--- config.mk ---
export PLATFORM = sky130hd
export DESIGN_NAME = cs_frame_scheduler
export DESIGN_NICKNAME = d
export VERILOG_FILES = /design/src/rtl/cs_frame_scheduler.sv
export SDC_FILE = /design/constraint.sdc
export NUM_CORES = 1
export LEC_CHECK = 0
export CORE_ASPECT_RATIO = 1.75
export CORE_MARGIN = 1
export CORE_UTILIZATION = 40
export DETAILED_ROUTE_END_ITERATION = 16
export PLACE_DENSITY = 0.75
export SKIP_LAST_GASP = 1
export SYNTH_ARGS = -nofsm -noshare
export SYNTH_HDL_FRONTEND = slang
export SYNTH_SLANG_ARGS = --single-unit
--- constraint.sdc ---
create_clock -name sys_clk -period 1.84 [get_ports sys_clk]
set_input_delay 0.184 -clock sys_clk [delete_from_list [all_inputs] [get_ports sys_clk]]
set_output_delay 0.184 -clock sys_clk [all_outputs]
set_load 0.02 [all_outputs]
--- src/rtl/cs_frame_scheduler.sv ---
// cs_frame_scheduler: sequencing controller for one compressed-sensing frame.
// Accepts N_COLS samples, walks the ternary Phi ROM column by column issuing
// add/subtract/skip commands to an external accumulator bank, then streams
// the M_ROWS accumulated measurements out over a valid/ready channel.
module cs_frame_scheduler #(
    parameter int unsigned N_COLS = 96,
    parameter int unsigned M_ROWS = 48,
    parameter int unsigned DATA_W = 4,
    parameter int unsigned ACC_W  = 12,
    localparam int unsigned RW    = (M_ROWS > 1) ? $clog2(M_ROWS) : 1,
    localparam int unsigned CW    = (N_COLS > 1) ? $clog2(N_COLS) : 1
) (
    input  logic              sys_clk,
    input  logic              sys_reset,
    input  logic              start,
    output logic              busy,
    input  logic              in_valid,
    input  logic [DATA_W-1:0] in_data,
    output logic              in_ready,
    output logic [RW-1:0]     coef_row,
    output logic [CW-1:0]     coef_col,
    input  logic [3:0]        coef_code,
    output logic              acc_clr,
    output logic              acc_we,
    output logic [RW-1:0]     acc_row,
    output logic              acc_sub,
    output logic [DATA_W-1:0] acc_data,
    output logic [RW-1:0]     acc_rd_row,
    input  logic [ACC_W-1:0]  acc_rd_data,
    output logic              out_valid,
    output logic [ACC_W-1:0]  out_data,
    output logic              out_last,
    input  logic              out_ready,
    output logic              frame_done
);

    localparam logic [RW-1:0] ROW_LAST = RW'(M_ROWS - 1);
    localparam logic [CW-1:0] COL_LAST = CW'(N_COLS - 1);
    localparam logic [3:0]    CODE_POS = 4'b0001;
    localparam logic [3:0]    CODE_NEG = 4'b1001;

    typedef enum logic [3:0] {
        S_IDLE,
        S_CLEAR,
        S_WAIT,
        S_SCAN,
        S_DRAIN,
        S_READ,
        S_LOAD,
        S_OUT,
        S_DONE
    } state_t;

    state_t            state_q, state_d;
    logic [RW-1:0]     row_q, row_d;
    logic [CW-1:0]     col_q, col_d;
    logic [RW-1:0]     rd_q, rd_d;
    logic [DATA_W-1:0] sample_q, sample_d;
    logic [ACC_W-1:0]  out_data_q, out_data_d;
    // issue_q/acc_row_q delay the SCAN address by one cycle so the command
    // lines up with the registered ROM data arriving on coef_code.
    logic              issue_q, issue_d;
    logic [RW-1:0]     acc_row_q, acc_row_d;

    // State and datapath registers, synchronously cleared by reset.
    always_ff @(posedge sys_clk) begin
        if (sys_reset) begin
            state_q    <= S_IDLE;
            row_q      <= '0;
            col_q      <= '0;
            rd_q       <= '0;
            sample_q   <= '0;
            out_data_q <= '0;
            issue_q    <= 1'b0;
            acc_row_q  <= '0;
        end else begin
            state_q    <= state_d;
            row_q      <= row_d;
            col_q      <= col_d;
            rd_q       <= rd_d;
            sample_q   <= sample_d;
            out_data_q <= out_data_d;
            issue_q    <= issue_d;
            acc_row_q  <= acc_row_d;
        end
    end

    // Next-state and counter sequencing.
    always_comb begin
        state_d    = state_q;
        row_d      = row_q;
        col_d      = col_q;
        rd_d       = rd_q;
        sample_d   = sample_q;
        out_data_d = out_data_q;
        issue_d    = (state_q == S_SCAN);
        acc_row_d  = row_q;
        case (state_q)
            S_IDLE: begin
                if (start) begin
                    state_d = S_CLEAR;
                    col_d   = '0;
                end
            end
            S_CLEAR: state_d = S_WAIT;
            S_WAIT: begin
                if (in_valid) begin
                    sample_d = in_data;
                    row_d    = '0;
                    state_d  = S_SCAN;
                end
            end
            S_SCAN: begin
                if (row_q == ROW_LAST) begin
                    row_d   = '0;
                    state_d = S_DRAIN;
                end else begin
                    row_d = row_q + RW'(1);
                end
            end
            S_DRAIN: begin
                if (col_q == COL_LAST) begin
                    rd_d    = '0;
                    state_d = S_READ;
                end else begin
                    col_d   = col_q + CW'(1);
                    state_d = S_WAIT;
                end
            end
            S_READ: state_d = S_LOAD;
            S_LOAD: begin
                out_data_d = acc_rd_data;
                state_d    = S_OUT;
            end
            S_OUT: begin
                if (out_ready) begin
                    if (rd_q == ROW_LAST) begin
                        state_d = S_DONE;
                    end else begin
                        rd_d    = rd_q + RW'(1);
                        state_d = S_READ;
                    end
                end
            end
            S_DONE:  state_d = S_IDLE;
            default: state_d = S_IDLE;
        endcase
    end

    // Output decode from state and registered datapath.
    always_comb begin
        busy       = (state_q != S_IDLE);
        acc_clr    = (state_q == S_CLEAR);
        in_ready   = (state_q == S_WAIT);
        coef_row   = row_q;
        coef_col   = col_q;
        acc_we     = issue_q && ((coef_code == CODE_POS) || (coef_code == CODE_NEG));
        acc_sub    = issue_q && (coef_code == CODE_NEG);
        acc_row    = acc_row_q;
        acc_data   = sample_q;
        acc_rd_row = rd_q;
        out_valid  = (state_q == S_OUT);
        out_data   = out_data_q;
        out_last   = (state_q == S_OUT) && (rd_q == ROW_LAST);
        frame_done = (state_q == S_DONE);
    end

endmodule

Word-level counts from Yosys, hierarchy flattened
Index checks and enable logic that the tools add are counted.

Equality and inequality tests: 20. Shift-type cells: 0. Divide/modulo/power cells: 0. Mux-type cells: 17. Reduce and logical (&&, ||, !) cells: 14. Add/sub/neg operators: 3. Bitwise operators: 0. $mul: 0. Magnitude comparators: 0.

Operators by type and width (number): case mux 4 bit (8 select lines) (1); 2-to-1 mux 6 bit (5); case mux 6 bit (2 select lines) (2); 2-to-1 mux 4 bit (5); == test 4 x 3 -> 1 bit, second input constant (4); 2-to-1 mux 7 bit (2); case mux 7 bit (2 select lines) (1); adder 6 x 1 -> 6 bit, second input constant (2); == test 6 bit, second input constant (2); != test 2 bit, second input constant (5); == test 4 x 1 -> 1 bit, second input constant (2); == test 4 x 2 -> 1 bit, second input constant (2); == test 4 bit, second input constant (2); AND reduction 4 bit (2); adder 7 x 1 -> 7 bit, second input constant (1); == test 7 bit, second input constant (1); nonzero test 2 bit (3); zero test 4 bit (1); != test 2 x 1 -> 1 bit, second input constant (2); AND reduction 2 bit (2); nonzero test 4 bit (1); logical AND 1 bit (3); 2-to-1 mux 3 bit (1); AND reduction 3 bit (1); logical OR 1 bit (1).

Word-level logic and storage cells: 62. Output and inout bits: 49. Memories kept: 0. ROM bits: 0. Input bits: 25. Bits in latches: 0. RAM bits: 0. Register bits after elaboration: 46.

Longest topological paths before layout
Depth after elaboration: 4. Gate-level depth with buffers: 6.

Worst setup path after synthesis
Ideal clock, no wire load.

Kind: reg2reg. Start point: register col_q[0], in the netlist coef_col[0]. End point: register col_q[6], in the netlist coef_col[6]. Clock period less this slack: 1985 ps. Cell stages (with the launch flop): 6. Data arrival time: 1915 ps. Buffers on the path: 0. Slack: -145 ps. Cell sequence: dfxtp_1 -> ha_1 -> nand2_1 -> or4_4 -> or4_1 -> a21oi_1.

Longest elaborated chain between the ends: 3. Elaborated cells between the ends (all ways): 6. Those cells by class: add/sub: 1; eq/ne: 2; mux: 2; reduce/logical: 1.

RTL lines: from (decl) (line 56) `logic [CW-1:0] col_q, col_d;`; from (signal assigned) (line 79) `col_q <= col_d;`; adder 7 x 1 -> 7 bit / == test 7 bit (equally long branches) (line 126, 122); 2-to-1 mux 7 bit / != test 2 bit (equally long branches); case mux 7 bit (2 select lines) / AND reduction 3 bit (equally long branches).

Parallel ways exist; a longest one is shown, timed or not. The select of a mux whose other input is x is not followed. A chain may end at the register's enable or synchronous reset.

Worst setup path in the final report
Start point: register state_q[3]. End point: register rd_q[5], in the netlist acc_rd_row[5].

Longest elaborated chain between the ends: 3. Elaborated cells between the ends (all ways): 8. Those cells by class: eq/ne: 5; mux: 1; reduce/logical: 2.

RTL lines: from (decl) (line 54) `state_t state_q, state_d;`; from (signal assigned) (line 77) `state_q <= state_d;`; == test 4 x 3 -> 1 bit (line 98) `case (state_q)`; != test 2 bit (no source line) (tied with other cells); AND reduction 4 bit (no source line); to (signal assigned) (line 80) `rd_q <= rd_d;`; to (decl) (line 57) `logic [RW-1:0] rd_q, rd_d;`.

Parallel ways exist; a longest one is shown, timed or not.

==> impl_metrics.ini <==
[synthesis]
ys_ff_latch = 46
synthArstFlopShare_pct = 0
synth_fa_ha_area_share_pct = 1.753
synth_area_leader_cell = dfxtp_1
syn_nets = 288
ys_seq_area_share_pct = 43.02
synth_edf_count = 0
synthCells = 260
synth_top_family_by_area = simple AND/OR/NAND/NOR gates
synth-xor-area-share_pct = 1.227
yosysTopAreaCellShare_pct = 43.02
syn-cell-area_um2 = 2141
yosys.area_share.simple_pct = 29.46
synthTopCellsByArea = dfxtp_1 (43%), nand2_1 (7.7%), a21oi_1 (7.5%)
yosysUniqueCellTypes = 47
synth_compound_area_share_pct = 19.29
synth_mux_area_share_pct = 0.9936
synth.most_common_cell = dfxtp_1
ys_warn_count = 0
synth_ff_type = dfxtp_1
syn_area_per_cell_um2 = 8.234
ys_top_cells_by_count = dfxtp_1 (46), nand2_1 (44), a21oi_1 (32), nand3_1 (16), nor2_1 (13)

[sta]
whs_ns = 0.4355
relSlewSlack_pct = 69.40
grt_setup_unrepaired = true
hold_violations = 0
final.setup_skew_ns = 0.009149
fin_crit_sh_pct = 99.99
slew_viol_final = 0
setup_viol = 0
setup-tns-final_ns = 0
fmax_mhz = 543.5
worst_slew_pin_slew_ns = 0.4576
period_needed_ns = 1.840

[worst_setup_path]
start_kind = register
crit_fanout = 7
setup.worst_path.class = register to register
reg2regPathDepth = 4
crit_required_ns = 2.07
worstPathArrival_ns = 2.07
end_kind = register

[pwr]
ir_drop_uv = 622.6
p_seq_share_pct = 53.2
p_leak_nw = 1.177
comb_power_share_pct = 16.7
total_power_w = 0.001915
p_per_area_nw_per_um2 = 596.1
clock_power_share_pct = 30.0
sw_frac_of_total_pct = 25.61
p_int_w = 0.001425
p_sw_w = 0.0004906

[clock_tree]
tritoncts = yes
cts_buffer_depth = 2
cts_made_buffers = 5
root_buffer = clkbuf_8
insertion_delay_ns = 0.29
cts.clk_slew.worst_paths_ns = 0.08
tritoncts_num_sinks = 46
cts_htree_levels = 2

[detailed_routing]
vias = 2195
dr.pass1.iters = 10
drc = 3
drt_wl_total_um = 5680
wire_per_inst_um = 13.85
via_per_inst = 5.354
drtIter0Drc = 99
ant_nets = 0

[cells_and_area]
instances_no_fill = 410
multi_input_area_um2 = 1161
register_area_um2 = 932.1
n_fill_cell = 447
layout-drive-gt1-share_pct = 15.45
num_antenna_cells = 0
area_delta_synth_final_pct = 50.09
fin_util_pct = 63.47
nNetsFinal = 384

[run_status]
status = complete, but fails checks
violations = design-rule violations

[worst_hold_path]
hold_depth = 3
hold_path.class = primary input to register

[floorplanning]
die_y_um = 98.78
core_um2 = 5062
initial_utilization_pct = 42.29
io_pins = 74
placementRows = 34
die_w_um = 57.30
die_area_um2 = 5660

[global_routing]
grt_pass1_vias = 1979
antenna_found_initial = 0
grt_pass1_wl_um = 8887
gr-total-overflow = 0
grt_max_degree = 33
grt_use_total_pct = 19.91

[placement]
dp_hpwl_um = 4152
port_buffers = 73
dp.cells = 401
place.gp.congestion = 0.8674

[run]
maxCapViolCount = 0
-- final timing paths --
check	startpoint	end	slack, ns
worst max-delay path	state_q[3]	acc_rd_row[5]	0.0002
worst min-delay path	acc_rd_data[10]	out_data[10]	0.44
worst max register to register	state_q[3]	acc_rd_row[5]	0.0002
worst min register to register	out_data[5]	out_data[5]	0.45
-- layer usage --
metal | global-route usage [%] | share of wire, % | vias to the layer above
met5 | 0 | 0 | -
met4 | 8.068 | 1.8 | 0
met3 | 2.756 | 3.5 | 6
met2 | 36.74 | 55 | 63
met1 | 22.28 | 40 | 1007
li1 | - | - | 1119
-- per-stage QoR --
step	cell area (um^2)	setup WS [ns]
after global placement	3100	-0.06537
after detailed placement	3100	-0.07986
after floorplan	2153	0.003397
after global routing	3213	-0.03748
final	3213	0.0001776
after CTS	3181	0.002165
-- flip-flops by register name, summed over array words and instances (netlist names) --
register and count:
coef_col 7, acc_rd_row 6, acc_row 6, coef_row 6, acc_data 4, out_data 12, state_q 4, issue_q 1
-- what timing repair did --
item | in CTS | in global routing
pin swaps | 0 | 2
setup endpoints to repair | 7 | 10
setup buffers | 0 | 2
resized for setup | 9 | 10
hold buffers | 0 | 0
-- kinds of logic (layout without fill, tap and decap cells) --
group / count (synthesis) / in the layout
AO/OA/AOI/OAI: 65 / 65
buffers and inverters: 22 / 118
multiplexers: 2 / 2
adder cells (fa/ha/maj): 3 / 3
flip-flops: 46 / 46
AND/OR/NAND/NOR: 119 / 119
XOR/XNOR: 3 / 3
-- critical path, stage by stage (launching register included) --
cell	delay [ns]
dfxtp_2	0.35
or4b_4	0.54
or3_4	0.45
a2111o_1	0.38
o21ai_1	0.07
-- cells in the final DEF, fill, tap and decap left out, types with 2 or more instances in the layout --
master	Yosys	layout
clkbuf_1	12	2
nand2b_1	4	4
or4_4	1	2
clkdlybuf4s50_1	0	66
ha_1	3	2
or3_1	3	3
nor4_1	4	3
nor3b_1	2	2
or2_2	2	2
clkbuf_8	0	5
dlygate4sd2_1	0	6
a2111o_1	4	4
nor2b_1	7	7
a21o_1	3	3
or4_1	4	3
and2_1	2	2
and3_1	3	3
nand3_1	16	16
inv_1	7	7
nor3_1	3	3
xnor2_1	3	3
dfxtp_1	46	41
nand2_1	44	43
o41ai_1	2	2
buf_4	0	29
o2111ai_1	3	3
a21oi_1	32	32
nor2_1	13	13
dfxtp_4	0	2
o21ai_0	10	8
nand4b_1	2	2
o21ai_1	0	2
o31ai_1	4	4
dfxtp_2	0	3
-- final cells by class --
cell class | count | area share [%]
inverter | 8 | 0.9346
tap | 54 | 2.103
sequential | 46 | 29.01
multi-input combinational | 192 | 36.14
clock buffer | 7 | 2.375
timing repair buffer | 103 | 29.44
-- power by group through the flow --
stage	logic (W)	registers, W	clock network (W)
floorplan	0.000151	0.00105	0
global placement	0.000322	0.00104	0
detailed placement	0.000324	0.00104	0
CTS	0.000319	0.00102	0.000595
global route	0.000341	0.00102	0.000643
finish	0.000321	0.00102	0.000575
(Power assumes the default switching activity.)
